### config.mk
export PLATFORM = sky130hd
export DESIGN_NAME = fetch_unit
export DESIGN_NICKNAME = d
export VERILOG_FILES = /design/src/rtl/fetch_pkg.sv /design/src/rtl/fetch_fifo.sv /design/src/rtl/fetch_unit.sv
export SDC_FILE = /design/constraint.sdc
export NUM_CORES = 1
export LEC_CHECK = 0
export BUFFER_PORTS_ARGS = -buffer_cell sky130_fd_sc_hd__buf_2
export CAP_MARGIN = 25
export CORE_UTILIZATION = 40
export CTS_CLUSTER_SIZE = 10
export DETAILED_ROUTE_END_ITERATION = 7
export GPL_TIMING_DRIVEN = 1
export PLACE_DENSITY_LB_ADDON = 0.12
export SETUP_SLACK_MARGIN = 0.15
export SLEW_MARGIN = 30
export SYNTH_ARGS = -nofsm -noshare
export SYNTH_HDL_FRONTEND = slang
export SYNTH_SLANG_ARGS = --single-unit
### constraint.sdc
create_clock -name clk -period 10.5 [get_ports clk]
set_input_delay 3.15 -clock clk [delete_from_list [all_inputs] [get_ports clk]]
set_output_delay 3.15 -clock clk [all_outputs]
set_load 0.02 [all_outputs]
### src/rtl/fetch_pkg.sv
// Shared types and default sizing for the instruction fetch unit.
package fetch_pkg;

  localparam int INSTRSZ_DEF = 32;
  localparam int ADDRSZ_DEF  = 64;
  localparam int BUSW_DEF    = 64;
  localparam int DEPTH_DEF   = 4;

  typedef enum logic [1:0] {
    IDLE    = 2'd0,
    REQ     = 2'd1,
    DISCARD = 2'd2
  } fetch_state_e;

endpackage

### src/rtl/fetch_fifo.sv
// Instruction queue: up to two pushes and one pop per cycle, synchronous flush.
module fetch_fifo
  import fetch_pkg::*;
#(
  parameter int W     = ADDRSZ_DEF + INSTRSZ_DEF,
  parameter int DEPTH = DEPTH_DEF,
  localparam int PW   = $clog2(DEPTH),
  localparam int CW   = PW + 1
) (
  input  logic          clk,
  input  logic          reset,
  input  logic          flush,
  input  logic          push0,
  input  logic [W-1:0]  din0,
  input  logic          push1,
  input  logic [W-1:0]  din1,
  input  logic          pop,
  output logic [W-1:0]  dout,
  output logic          empty,
  output logic [CW-1:0] count
);

  logic [W-1:0]  mem [DEPTH];
  logic [PW-1:0] wr_ptr;
  logic [PW-1:0] rd_ptr;

  // push1 is only ever asserted together with push0, so din1 lands right after din0.
  always_ff @(posedge clk) begin
    if (reset || flush) begin
      wr_ptr <= '0;
      rd_ptr <= '0;
      count  <= '0;
    end else begin
      if (push0) mem[wr_ptr] <= din0;
      if (push1) mem[wr_ptr + PW'(1)] <= din1;
      wr_ptr <= wr_ptr + PW'(push0) + PW'(push1);
      rd_ptr <= rd_ptr + PW'(pop);
      count  <= count + CW'(push0) + CW'(push1) - CW'(pop);
    end
  end

  assign empty = (count == '0);
  assign dout  = empty ? '0 : mem[rd_ptr];

endmodule

### src/rtl/fetch_unit.sv
// Instruction fetch: requests 8-byte lines, splits them into instructions, queues them.
//   state   | meaning
//   IDLE    | no request outstanding; waits for two free queue entries
//   REQ     | read of req_addr outstanding; data is pushed on mem_ack
//   DISCARD | read outstanding but redirected away; data dropped on mem_ack
module fetch_unit
  import fetch_pkg::*;
#(
  parameter int INSTRSZ = INSTRSZ_DEF,
  parameter int ADDRSZ  = ADDRSZ_DEF,
  parameter int BUSW    = BUSW_DEF,
  parameter int DEPTH   = DEPTH_DEF
) (
  input  logic               clk,
  input  logic               reset,
  input  logic [ADDRSZ-1:0]  entry,
  input  logic               redirect_valid,
  input  logic [ADDRSZ-1:0]  redirect_pc,
  output logic               mem_req,
  output logic [ADDRSZ-1:0]  mem_addr,
  input  logic               mem_ack,
  input  logic [BUSW-1:0]    mem_data,
  output logic [INSTRSZ-1:0] instr,
  output logic [ADDRSZ-1:0]  instr_pc,
  output logic               instr_valid,
  input  logic               instr_ready
);

  localparam int W  = ADDRSZ + INSTRSZ;
  localparam int CW = $clog2(DEPTH) + 1;

  fetch_state_e      state, state_n;
  logic [ADDRSZ-1:0] fetch_pc, fetch_pc_n;
  logic [ADDRSZ-1:0] req_addr;
  logic [ADDRSZ-1:0] line_addr;
  logic [ADDRSZ-1:0] next_line;
  logic              push0, push1, pop, empty, room;
  logic [W-1:0]      din0, din1, dout;
  logic [CW-1:0]     count;

  assign line_addr = {fetch_pc[ADDRSZ-1:3], 3'b000};
  assign next_line = line_addr + ADDRSZ'(8);
  assign room      = (count <= CW'(DEPTH - 2));
  assign pop       = instr_valid & instr_ready;

  always_comb begin
    state_n    = state;
    fetch_pc_n = fetch_pc;
    push0      = 1'b0;
    push1      = 1'b0;
    din0       = fetch_pc[2] ? {fetch_pc, mem_data[2*INSTRSZ-1:INSTRSZ]}
                             : {fetch_pc, mem_data[INSTRSZ-1:0]};
    din1       = {fetch_pc + ADDRSZ'(4), mem_data[2*INSTRSZ-1:INSTRSZ]};
    case (state)
      IDLE: begin
        if (redirect_valid) fetch_pc_n = redirect_pc;
        else if (room)      state_n    = REQ;
      end
      REQ: begin
        if (redirect_valid) begin
          fetch_pc_n = redirect_pc;
          state_n    = mem_ack ? IDLE : DISCARD;
        end else if (mem_ack) begin
          push0      = 1'b1;
          push1      = ~fetch_pc[2];
          fetch_pc_n = next_line;
          state_n    = IDLE;
        end
      end
      DISCARD: begin
        if (redirect_valid) fetch_pc_n = redirect_pc;
        if (mem_ack)        state_n    = IDLE;
      end
      default: state_n = IDLE;
    endcase
  end

  // req_addr is captured separately so DISCARD keeps the old address after fetch_pc moves.
  always_ff @(posedge clk) begin
    if (reset) begin
      state    <= IDLE;
      fetch_pc <= entry;
      req_addr <= '0;
    end else begin
      state    <= state_n;
      fetch_pc <= fetch_pc_n;
      if (state == IDLE && state_n == REQ) req_addr <= line_addr;
    end
  end

  assign mem_req  = (state != IDLE);
  assign mem_addr = mem_req ? req_addr : '0;

  fetch_fifo #(
    .W     (W),
    .DEPTH (DEPTH)
  ) u_fifo (
    .clk   (clk),
    .reset (reset),
    .flush (redirect_valid),
    .push0 (push0),
    .din0  (din0),
    .push1 (push1),
    .din1  (din1),
    .pop   (pop),
    .dout  (dout),
    .empty (empty),
    .count (count)
  );

  assign instr_valid       = ~empty;
  assign {instr_pc, instr} = dout;

endmodule

# ---- Word level (Yosys, flattened, before mapping)
# Memories as Yosys holds them, arrays and structs flattened. A register that Yosys moved wholly into a read port is not among the register bits.
# Cells that the tools add are included.
dict set report totals {
  register_bits 134
  mem_bits_rw 384
  in_bits 197
  mem_count 1
}
# memory depth width read_ports rd_ports_with_merged_regs write_ports line
set memory_table {}
lappend memory_table {u_fifo.mem 4 96 1 1 2 fetch_fifo.sv:23} ;# logic [W-1:0] mem [DEPTH];
dict set report classes {
  n_addsub 9
  magnitude_cmp 1
  n_eq_ne 5
  n_mux 27
  bitwise 3
  n_reduce_logical 8
}
# op count
set ops {}
lappend ops {{2-to-1 mux 64 bit} 5}
lappend ops {{one-hot mux 64 bit (2 select lines)} 1}
lappend ops {{2-to-1 mux 96 bit} 1}
lappend ops {{adder 64 x 3 -> 64 bit, second input constant} 1}
lappend ops {{adder 64 x 4 -> 64 bit, second input constant} 1}
lappend ops {{2-to-1 mux 35 bit} 1}
lappend ops {{2-to-1 mux 1 bit} 12}
lappend ops {{2-to-1 mux 2 bit} 6}
lappend ops {{adder 2 x 1 -> 2 bit} 3}
lappend ops {{adder 3 x 1 -> 3 bit} 2}
lappend ops {{one-hot mux 2 bit (3 select lines)} 1}
lappend ops {{equality test 2 x 1 -> 1 bit, second input constant} 2}
lappend ops {{inequality test 4 bit, second input constant} 1}
lappend ops {{<= comparator 3 x 2 -> 1 bit, second input constant} 1}
lappend ops {{zero test 3 bit} 1}
lappend ops {{inequality test 3 x 1 -> 1 bit, second input constant} 1}
lappend ops {{AND reduction 3 bit} 1}
lappend ops {{nonzero test 3 bit} 1}
lappend ops {{subtractor 3 x 1 -> 3 bit} 1}
lappend ops {{adder 2 x 1 -> 2 bit, second input constant} 1}
lappend ops {{equality test 2 bit, second input constant} 1}
lappend ops {{zero test 2 bit} 1}
lappend ops {{NOT 1 bit} 2}
lappend ops {{nonzero test 2 bit} 1}
lappend ops {{other kinds (4)} 4}

# ---- Longest topological paths before layout
dict set report logic_depth {
  word_depth 7
  ltp_mapped 11
  depth_no_buf 9
}

# ---- Modules after synthesis
# Synthesis repeated with hierarchy kept, for this count alone.
dict set report unflattened {
  cells_unflattened 2202
  hier_area_um2 28690.0
}
# module instances cells_each area_each_um2
set modules_own_cells {}
lappend modules_own_cells {fetch_fifo 1 1076 19643.8}
lappend modules_own_cells {fetch_unit 1 1126 9046.2}

# ---- Worst setup path before layout
# OpenSTA, ideal clock, no wires.
dict set report synth_timing {
  kind {input to register}
  start {in redirect_valid}
  end {mem u_fifo.mem[0][0] (netlist name), enable pin}
  setup_time_ns 0.683
  t_arrival_ns 10.434
  t_required_ns 9.817
  path_slack_ns -0.617
  cell_stages 5
  path_buffers 0
  cell_sequence {nor2b_1 > nand2b_1 > nor2_1 > nand2_1 > o21ai_0}
}
# element line
set synth_lines {}
lappend synth_lines {{from (decl)} fetch_unit.sv:17} ;# input logic redirect_valid,
lappend synth_lines {{to (decl)} fetch_fifo.sv:23}

==> summary.txt <==
Outcome
  – Status: complete, no violations

Flow run
  – MaxCap Viol Count: 0

Clock tree
  – Clock Pin Slew Worst Setup and Hold Paths: around 0.060 ns
  – CTS root buffer: clkbuf_16
  – CTS tree: yes
  – CTS sink cnt: roughly 520
  – Hold_buf cts: 0
  – H-tree levels: 2
  – CTS Buf Count: 60
  – Setup Buffers After CTS: 0
  – Later-pin clock latency in the skew report: slightly above 0.6 ns
  – CTS max path bufs: 3
  – Post_cts resized: 0

Logic synthesis
  – Primary FF master, synth: edfxtp_1
  – Leading area contributor after synthesis: edfxtp_1
  – Synth area leaders: edfxtp_1, mux4_2, mux2_2, dfxtp_1, nand2_1
  – Number of synthesized flops with an enable pin: 448
  – Count leader, synth: edfxtp_1
  – Cell area after synthesis: approximately 0.026 mm²
  – Post-synth top area share: between 50% and 60%
  – Post-synth ARST share: 0%
  – Post-synthesis sequential area ratio: 56.74%
  – Synth Register Bits: between 500 and 600
  – Synth cell types: between 50 and 60
  – Post-Synthesis Cells: around 2200
  – Syn avg cell area: 11.98 µm²
  – Yosys warning count: 0
  – Post-synth top cells: edfxtp_1, nand2_1, clkbuf_1

Floorplanning
  – Placeable Area: between 0.06 and 0.07 mm²
  – Die area: roughly 0.066 mm²
  – Starting Density: 40.54%
  – Die width: 257.8 µm
  – IO Count: between 300 and 400
  – Rows: a little over 90
  – Die height: ~260 µm

Global route
  – Pin count of the biggest net entering global routing: 100
  – GRT Overall Usage: between 20% and 30%
  – Initial antenna violation count: 5
  – Number of global-route vias before repair: ~18000
  – Gr ovfl total: 0
  – First-pass GRT wire length: between 100000 and 150000 µm

STA
  – Tightest Pin Transition: roughly 0.97 ns
  – Fmax: around 160 MHz
  – Max-slew headroom: 35.43%
  – Tmin final: between 6 and 7 ns
  – Final setup skew: 0.02506 ns
  – Slew Limit Fails: 0
  – Period utilization: between 50 and 60%
  – Final Hold Viols: 0
  – Setup_tns: 0 ns
  – RSZ-0062 raised after global routing: false
  – Endpoints failing setup: 0
  – Worst setup margin: 4.330 ns

Drt
  – Avg WL per Cell: roughly 23 µm
  – DRT iter0 DRCs: ~1400
  – Vias/cell: 5.380
  – DRT Pass-1 Iters: 5
  – ANT nets after route: 0
  – Final wirelength: about 74000 µm
  – Drt drc: 0
  – Via count: 17390

Critical path
  – Setup crit start: u_fifo.rd_ptr[0]
  – End point of the critical path: instr_pc[26]
  – WS Path Type: register to primary output
  – Critical Path AT: 3.02 ns
  – Reg2reg start: state[0]
  – Crit Reg-Reg Endpoint: u_fifo.mem[1][42]
  – Crit end category: primary output
  – Slowest stage delay, CP: 0.65 ns
  – CP max FO: 23
  – Worst EP required: 7.35 ns
  – R2r worst-path depth: 7
  – Slowest CP cell: dfxtp_4
  – Crit-path cells: buf_12, buf_4, mux4_2, and2_1, buf_2
  – R2r setup slk: ~6.8 ns
  – CP Launch Type: register

Final layout
  – Post-layout util: between 40% and 50%
  – Synthesis-to-layout area growth: 14.52%
  – Nets: 2547
  – Share of layout cells above drive strength 1: roughly 30%
  – FILL cells: 5967
  – Finished Layout Cells: 3232

Pwr
  – Peak supply drop: approximately 0.11 mV
  – P per Cell Area: 161.0 mW/mm²
  – Pleak: 0.01063 µW

Placed design
  – Final HPWL DP: about 49000 µm
  – Post-Place Cells: approximately 3100
  – Dpl ws: a little under 4 ns
  – Global placement routability congestion: between 0.8 and 0.9
  – Port buffer count: about 360

Min path
  – Min-Delay Path Class: register to register
-- worst max-delay path: cells and delay by family, from the launching register on --
kind	cells	cell delay [ns]
and+or+nand+nor	1	0.18
DFF	1	0.65
muxes	1	0.62
buffers and inverters	3	0.90
-- how the worst min path moves through the flow --
stage,startpoint,to,slack (ns),cells past startpoint
final,req_addr[59],req_addr[59],0.45,2
after detailed placement,req_addr[59],req_addr[59],0.44,2
after global placement,req_addr[25],req_addr[25],0.44,2
after CTS,req_addr[59],req_addr[59],0.45,2
after global routing,req_addr[50],req_addr[50],0.48,2
after floorplan,req_addr[10],req_addr[10],0.43,2
-- placed cells by master, fill, tap and decap left out, types with 4 or more instances in the layout --
cell type	count
a21oi_1	96
and2_1	164
and3_1	16
and4_1	4
buf_2	354
buf_4	23
buf_6	6
clkbuf_1	27
clkbuf_16	61
dfxtp_1	68
edfxtp_1	448
ha_1	5
inv_1	13
mux2_2	129
mux2i_1	8
mux4_2	96
nand2_1	294
nand2b_1	4
nand3_1	41
nand4_1	37
nor2_1	125
nor3_1	27
nor3_2	5
nor3b_1	12
nor4_1	14
o21ai_0	37
o21ai_4	4
o221ai_1	15
o31ai_1	11
or3_1	6
xnor2_1	100
xor2_1	75
-- flip-flops by register name, indices dropped and copies added (netlist names) --
signal	flops
fetch_pc	64
req_addr	61
state	2
u_fifo.count	3
u_fifo.mem	384
u_fifo.rd_ptr	2
u_fifo.wr_ptr	2
-- logic make-up after synthesis --
family | synth area share [%]
simple gates | 14.32
flops | 56.74
buf+inv | 4.712
mux | 14.11
compound gates | 3.780
xor+xnor | 5.855
fa+ha+maj | 0.4684
other cells | 0.01432
-- layer usage --
| metal | vias up | track usage [%] | routed length, µm |
|---|---|---|---|
| met4 | 4 | 5.802 | 1494 |
| met3 | 108 | 3.985 | 4990 |
| li1 | 8000 | - | - |
| met2 | 606 | 35.90 | 35040 |
| met1 | 8669 | 30.44 | 32670 |
| met5 | - | 0 | 22 |
-- power by group --
| part | internal, µW | switching, µW | total [µW] |
|---|---|---|---|
| clock network | 1070 | 799 | 1870 |
| logic | 215 | 290 | 506 |
| registers | 2330 | 127 | 2460 |
-- through the flow --
stage                     cell area [µm²]  total power, µW  hold slack, ns
after floorplan                     26190             2815          0.4317
after global placement              28220             2997          0.4397
after detailed placement            28260             3007          0.4427
after CTS                           29950             4875          0.4495
after global routing                29980             5003          0.4777
final                               29980             4829          0.4482
-- layout make-up --
class                      instances  area [µm²]  share of cell area (%)
sequential                       518       14860                   49.57
tap                              855        1070                   3.568
multi-input combinational       1362       10250                   34.18
clock inverter                     5       27.53                 0.09181
inverter                          15       56.30                  0.1878
clock buffer                      90        1655                   5.521
antenna                            2       5.005                 0.01669
timing repair buffer             385        2059                   6.869
Power figures use the tool's default switching activity.
